### src/rtl/rho_rotate_pkg.sv
// rho_rotate_pkg
//   Shared definitions for the Keccak rho stage:
//   - COUNT       : lane length, equal to the number of slices per state
//   - RHO_OFFSETS : rho rotation offset per lane, indexed by i = x + 5*y
//   - lane_index  : maps lane coordinates (x,y) to the flat lane index
//   - ST_IDLE/ST_LOAD/ST_OUT : controller state encoding
package rho_rotate_pkg;

  localparam int COUNT = 64;
  localparam int LANES = 25;

  localparam int unsigned RHO_OFFSETS [LANES] = '{
    0,  1,  62, 28, 27,
    36, 44, 6,  55, 20,
    3,  10, 43, 25, 39,
    41, 45, 15, 21, 8,
    18, 2,  61, 56, 14
  };

  localparam logic [1:0] ST_IDLE = 2'd0;
  localparam logic [1:0] ST_LOAD = 2'd1;
  localparam logic [1:0] ST_OUT  = 2'd2;

  function automatic int lane_index(input int x, input int y);
    return x + 5 * y;
  endfunction

endpackage

### src/rtl/rho_rotate_controller.sv
// rho_rotate_controller
//   IDLE/LOAD/OUT sequencer for one state per run.
//   Ports:
//     clk, rst  : clock and synchronous active-high reset
//     start     : begin a run, only honoured in IDLE
//     co        : slice counter at its last slice
//     ready     : high in IDLE
//     put_input : high in LOAD
//     out_ready : high in OUT
//     cnt_en    : advance the slice counter
//     cnt_clr   : clear the slice counter
module rho_rotate_controller
  import rho_rotate_pkg::*;
(
  input  logic clk,
  input  logic rst,
  input  logic start,
  input  logic co,
  output logic ready,
  output logic put_input,
  output logic out_ready,
  output logic cnt_en,
  output logic cnt_clr
);

  logic [1:0] state;
  logic [1:0] next_state;

  always_ff @(posedge clk) begin
    if (rst) begin
      state <= ST_IDLE;
    end else begin
      state <= next_state;
    end
  end

  always_comb begin
    next_state = state;
    case (state)
      ST_IDLE: if (start) next_state = ST_LOAD;
      ST_LOAD: if (co)    next_state = ST_OUT;
      ST_OUT:  if (co)    next_state = ST_IDLE;
      default:            next_state = ST_IDLE;
    endcase
  end

  // The counter idles at zero and is cleared on the last slice of each
  // phase, so every state is entered with the count at zero.
  assign cnt_en  = (state == ST_LOAD) || (state == ST_OUT);
  assign cnt_clr = (state == ST_IDLE) || co;

  assign ready     = (state == ST_IDLE);
  assign put_input = (state == ST_LOAD);
  assign out_ready = (state == ST_OUT);

endmodule

### src/rtl/rho_rotate_datapath.sv
// rho_rotate_datapath
//   25 lane registers of 64 bits, rho rotation wiring and output mux.
//   Ports:
//     clk, rst  : clock and synchronous active-high reset (clears lanes)
//     load      : write slice_in into bit z_cnt of every lane
//     out_en    : drive the rotated slice, otherwise zero
//     z_cnt     : current slice index
//     slice_in  : incoming slice, bit i belongs to lane i
//     slice_out : rotated slice z_cnt
module rho_rotate_datapath
  import rho_rotate_pkg::*;
(
  input  logic        clk,
  input  logic        rst,
  input  logic        load,
  input  logic        out_en,
  input  logic [5:0]  z_cnt,
  input  logic [24:0] slice_in,
  output logic [24:0] slice_out
);

  logic [COUNT-1:0] lane [LANES];
  logic [24:0]      rotated;

  always_ff @(posedge clk) begin
    if (rst) begin
      for (int i = 0; i < LANES; i++) begin
        lane[i] <= '0;
      end
    end else if (load) begin
      for (int i = 0; i < LANES; i++) begin
        lane[i][z_cnt] <= slice_in[i];
      end
    end
  end

  // Rotating left by r means output bit z comes from stored bit z - r;
  // 6-bit subtraction supplies the mod-64 wrap for free.
  for (genvar gy = 0; gy < 5; gy++) begin : g_row
    for (genvar gx = 0; gx < 5; gx++) begin : g_col
      localparam int         Idx = lane_index(gx, gy);
      localparam logic [5:0] Rot = 6'(RHO_OFFSETS[Idx]);
      logic [5:0] src;
      assign src          = z_cnt - Rot;
      assign rotated[Idx] = lane[Idx][src];
    end
  end

  assign slice_out = out_en ? rotated : 25'h0;

endmodule

### src/rtl/slice_counter.sv
// slice_counter
//   6-bit slice index counter that wraps 63 -> 0.
//   Ports:
//     clk, rst : clock and synchronous active-high reset
//     en       : advance the count by one
//     clr      : return the count to zero (wins over en)
//     cnt      : current slice index
//     co       : high while cnt is at the last slice
module slice_counter
  import rho_rotate_pkg::*;
(
  input  logic       clk,
  input  logic       rst,
  input  logic       en,
  input  logic       clr,
  output logic [5:0] cnt,
  output logic       co
);

  always_ff @(posedge clk) begin
    if (rst || clr) begin
      cnt <= 6'd0;
    end else if (en) begin
      cnt <= cnt + 6'd1;
    end
  end

  assign co = (cnt == 6'(COUNT - 1));

endmodule

### src/rtl/rho_rotate.sv
// rho_rotate
//   Keccak rho stage: loads 64 slices of 25 bits, rotates every lane by its
//   rho offset and streams the 64 rotated slices out in z order.
//   Ports:
//     clk, rst  : clock and synchronous active-high reset
//     start     : begin a run (sampled in IDLE only)
//     matrixIn  : input slice z during the z-th putInput cycle
//     ready     : high while idle
//     putInput  : high while slices are being accepted
//     outReady  : high while matrixOut carries a valid rotated slice
//     matrixOut : rotated slice z during the z-th outReady cycle, else 0
module rho_rotate
  import rho_rotate_pkg::*;
(
  input  logic        clk,
  input  logic        rst,
  input  logic        start,
  input  logic [24:0] matrixIn,
  output logic        ready,
  output logic        putInput,
  output logic        outReady,
  output logic [24:0] matrixOut
);

  logic [5:0] z_cnt;
  logic       co;
  logic       cnt_en;
  logic       cnt_clr;

  rho_rotate_controller u_ctrl (
    .clk       (clk),
    .rst       (rst),
    .start     (start),
    .co        (co),
    .ready     (ready),
    .put_input (putInput),
    .out_ready (outReady),
    .cnt_en    (cnt_en),
    .cnt_clr   (cnt_clr)
  );

  slice_counter u_cnt (
    .clk (clk),
    .rst (rst),
    .en  (cnt_en),
    .clr (cnt_clr),
    .cnt (z_cnt),
    .co  (co)
  );

  rho_rotate_datapath u_dp (
    .clk       (clk),
    .rst       (rst),
    .load      (putInput),
    .out_en    (outReady),
    .z_cnt     (z_cnt),
    .slice_in  (matrixIn),
    .slice_out (matrixOut)
  );

endmodule
### config.mk
export PLATFORM = sky130hd
export DESIGN_NAME = rho_rotate
export DESIGN_NICKNAME = d
export VERILOG_FILES = /design/src/rtl/rho_rotate_pkg.sv /design/src/rtl/rho_rotate_controller.sv /design/src/rtl/rho_rotate_datapath.sv /design/src/rtl/slice_counter.sv /design/src/rtl/rho_rotate.sv
export SDC_FILE = /design/constraint.sdc
export NUM_CORES = 2
export LEC_CHECK = 0
export ABC_CLOCK_PERIOD_IN_PS = 4700
export CAP_MARGIN = 25
export CORE_MARGIN = 3
export CORE_UTILIZATION = 60
export CTS_CLUSTER_DIAMETER = 60
export DETAILED_ROUTE_END_ITERATION = 8
export DONT_BUFFER_PORTS = 1
export PLACE_DENSITY = 0.8
export SYNTH_ARGS = -nofsm -noshare
export SYNTH_HDL_FRONTEND = slang
export SYNTH_HIERARCHICAL = 1
export SYNTH_SLANG_ARGS = --single-unit
### constraint.sdc
create_clock -name clk -period 4.7 [get_ports clk]
set_clock_uncertainty 0.15 [all_clocks]
set_input_delay 0.47 -clock clk [delete_from_list [all_inputs] [get_ports clk]]
set_output_delay 0.47 -clock clk [all_outputs]
set_load 0.005 [all_outputs]
==> summary.md <==
| Metric | Value |
|---|---|
| Mapped Cells | `4187` |
| Leakage | `28.1 nW` |
| Via Count | `40707` |
| Fin. max-slew vios | `0` |
| HP Class | `in -> reg` |
| Largest family of logic cells by synthesized area | `multiplexers` |
| Number of synthesized flops with an enable pin | `1600` |
| First-pass GRT wire length | `302000 um` |
| Placed Cells | `5601` |
| Max-cap violations | `0` |
| Post-DR vias/cell | `6.85` |
| Worst Path Max Fanout | `25` |
| Post-synth cell types | `57` |
| Netlist Area Pre-Place | `71300 um2` |
| RSZ-0062 raised after global routing | `no` |
| Layout area overhead | `12.3%` |
| # H-tree levels | `4` |
| # nets final | `4329` |
| Setup CP Type | `reg -> out` |
| Drt drc | `0` |
| Pwr dens | `388 nW/um2` |
| Register clock-pin slew on the reported worst setup and hold paths | `0.06 ns` |
| Final Critical Period | `4.76 ns` |
| Warnings from Yosys | `6` |
| GRT Overall Usage | `0.354` |
| Final ANT Viol Nets | `0` |
| DIE HEIGHT | `351 um` |
| Register area share after synthesis | `0.676` |
| Compound-Gate Fraction of Synth Area | `0.0139` |
| Worst VDD drop | `436 uV` |
| Finished Layout Cells | `5939` |
| Worst Path Arrival | `4.14 ns` |
| Avg Cell Area, Syn | `17.0 um2` |
| Mux cell area share after synthesis | `0.152` |
| Synth Area in XOR/XNOR | `0.00602` |
| Initial DRC count | `6832` |
| RD Place Congestion | `1.06` |
| Startpoint types | `flop` |
| CTS sink count | `1608` |
| Synth Area in Simple Gates | `0.124` |
| Starting Density | `0.609` |
| Die span in x | `351 um` |
| Core ar. | `117000 um2` |
| Num CTS Buffers | `159` |
| Routed wire length | `212000 um` |
| Commonest non-fill, non-tap cell in the layout | `edfxtp_1` |
| Final setup fails | `1` |
| Synthesized Nets | `4240` |
| Fin. Hold Viols | `0` |
| Data required, critical path | `4.08 ns` |
| CTS root buffer | `clkbuf_16` |
| Initial antenna violation count | `20` |
| Slew Limit Headroom | `0.263` |
| Number of port buffers | `0` |
| Io pins | `56` |
| Row count | `125` |
| Drt first pass iters | `7` |
| Vias in the first global route | `39897` |
| Worst slew pin tran | `1.10 ns` |
| Reg-to-reg setup timing slack | `0.95 ns` |
| Status | `complete, but fails checks` |
| Failing checks | `setup timing` |
| Longest Clk Path Bufs | `3` |
| Final Cycle Share | `1.01` |
| Main flop type after synthesis | `edfxtp_1` |
| CTS tree | `built` |
| Post-synthesis adder-cell area fraction | `0.00439` |
| Critical path endpoint category | `primary output` |
| Final core occ | `0.684` |
| Commonest non-fill, non-tap cells in the layout | `edfxtp_1 (1600), and2_1 (1160), mux4_2 (449), buf_4 (188), clkbuf_16 (163)` |
| Total grt overflow | `0` |
| Share of cells above drive strength 1 | `0.240` |
| Final worst setup slack | `-0.0554 ns` |
| Async S/R FF share, synth | `0` |
| Post-synthesis register bit count | `1608` |
| F_max | `210 MHz` |
| Routed WL per cell | `35.7 um` |
| Largest net degree at the start of global routing | `68` |
| Worst skew pair latency | `0.78 ns` |
| DP Wirelength | `127000 um` |
| Die area | `123000 um2` |
| FILL cells | `7154` |
[path summary, 6_finish.rpt]
check | to | start | depth (start not counted)
max | matrixOut[10] | u_cnt/cnt[1] | 10
min | u_dp/lane[1][89] | matrixIn[3] | 2
max reg2reg | u_ctrl/state[0] | u_cnt/cnt[1] | 9
min reg2reg | u_ctrl/state[1] | u_ctrl/state[1] | 2
[stage by stage]
step	instance area [um2]	setup TNS [ns]	hold WS, ns	worst slack (ns)	power [mW]
after floorplan	71300	0	0.320	0.579	17.8
after global placement	74000	0	0.341	0.189	18.3
after detailed placement	74000	0	0.350	0.610	18.4
after CTS	79900	-0.0260	0.00357	-0.0260	31.1
after global routing	80000	0	0.0290	0.00984	31.7
final	80100	-0.0554	0.0166	-0.0554	31.0
[where the power goes]
group / switching, mW / total (mW) / leakage, nW / internal [mW]
logic: 1.14 / 1.75 / 9.24 / 0.605
clock network: 5.44 / 12.7 / 2.51 / 7.23
registers: 0.200 / 16.6 / 16.3 / 16.4
total: 6.78 / 31.0 / 28.1 / 24.3
[final cells by class]
class	count	area, um2	area share
tap	1524	1910	0.0238
inverter	36	135	0.00169
clock inverter	99	965	0.0120
antenna	8	20.0	0.000250
multi-input combinational	2206	21600	0.270
timing repair buffer	265	3010	0.0376
clock buffer	193	4200	0.0525
sequential	1608	48200	0.602
[flip-flops by register name, indices dropped and copies added (netlist names)]
register      flops
u_dp/lane      1600
u_cnt/cnt         6
u_ctrl/state      2
[repair_timing]
action                     in CTS  in global routing
pin swaps                       1                  1
gates cloned                    3                  0
hold buffers                   26                  0
hold endpoints to repair     1211                  0
gates resized for setup        10                 14
setup endpoints to repair       7                 11
setup buffers                   6                  3
[synthesized netlist by cell type, drive strengths merged (8+ instances only)]
cell type | n | area [um2]
nand3 | 25 | 145
clkbuf | 218 | 818
a221oi | 12 | 105
xor2 | 15 | 131
inv | 34 | 128
o22ai | 22 | 138
buf | 119 | 722
a31oi | 18 | 113
and2 | 1161 | 7260
nand2 | 72 | 270
dfxtp | 8 | 160
or2 | 71 | 444
mux2i | 60 | 601
nor2 | 88 | 330
a21oi | 28 | 144
nand4 | 9 | 62.6
mux2 | 11 | 124
ha | 25 | 313
mux4 | 449 | 10100
xnor2 | 34 | 298
a211oi | 19 | 158
nor2b | 27 | 169
edfxtp | 1600 | 48000
[worst max-delay path, cell delays in order, from the launching register on]
cell and delay, ns:
dfxtp_4 0.44, clkinv_1 0.16, ha_4 0.36, buf_12 0.20
buf_12 0.23, mux4_2 0.33, inv_1 0.10, o22ai_1 0.09
a221oi_1 0.89, mux2i_1 0.17, o2bb2ai_1 0.36
[per-layer routing]
| layer | global-route usage | wire length [um] |
|---|---|---|
| met1 | 0.476 | 71000 |
| met2 | 0.530 | 96800 |
| met5 | 0.00510 | 53 |
| met3 | 0.0999 | 30900 |
| met4 | 0.190 | 13500 |
[logic make-up after synthesis]
logic type	after synthesis
flip-flops	1608
AND/OR/NAND/NOR	1472
multiplexers	520
buffers and inverters	373
AO/OA/AOI/OAI	140
XOR/XNOR	49
adder cells (fa/ha/maj)	25
No activity file was read; power rests on OpenSTA's default activity.
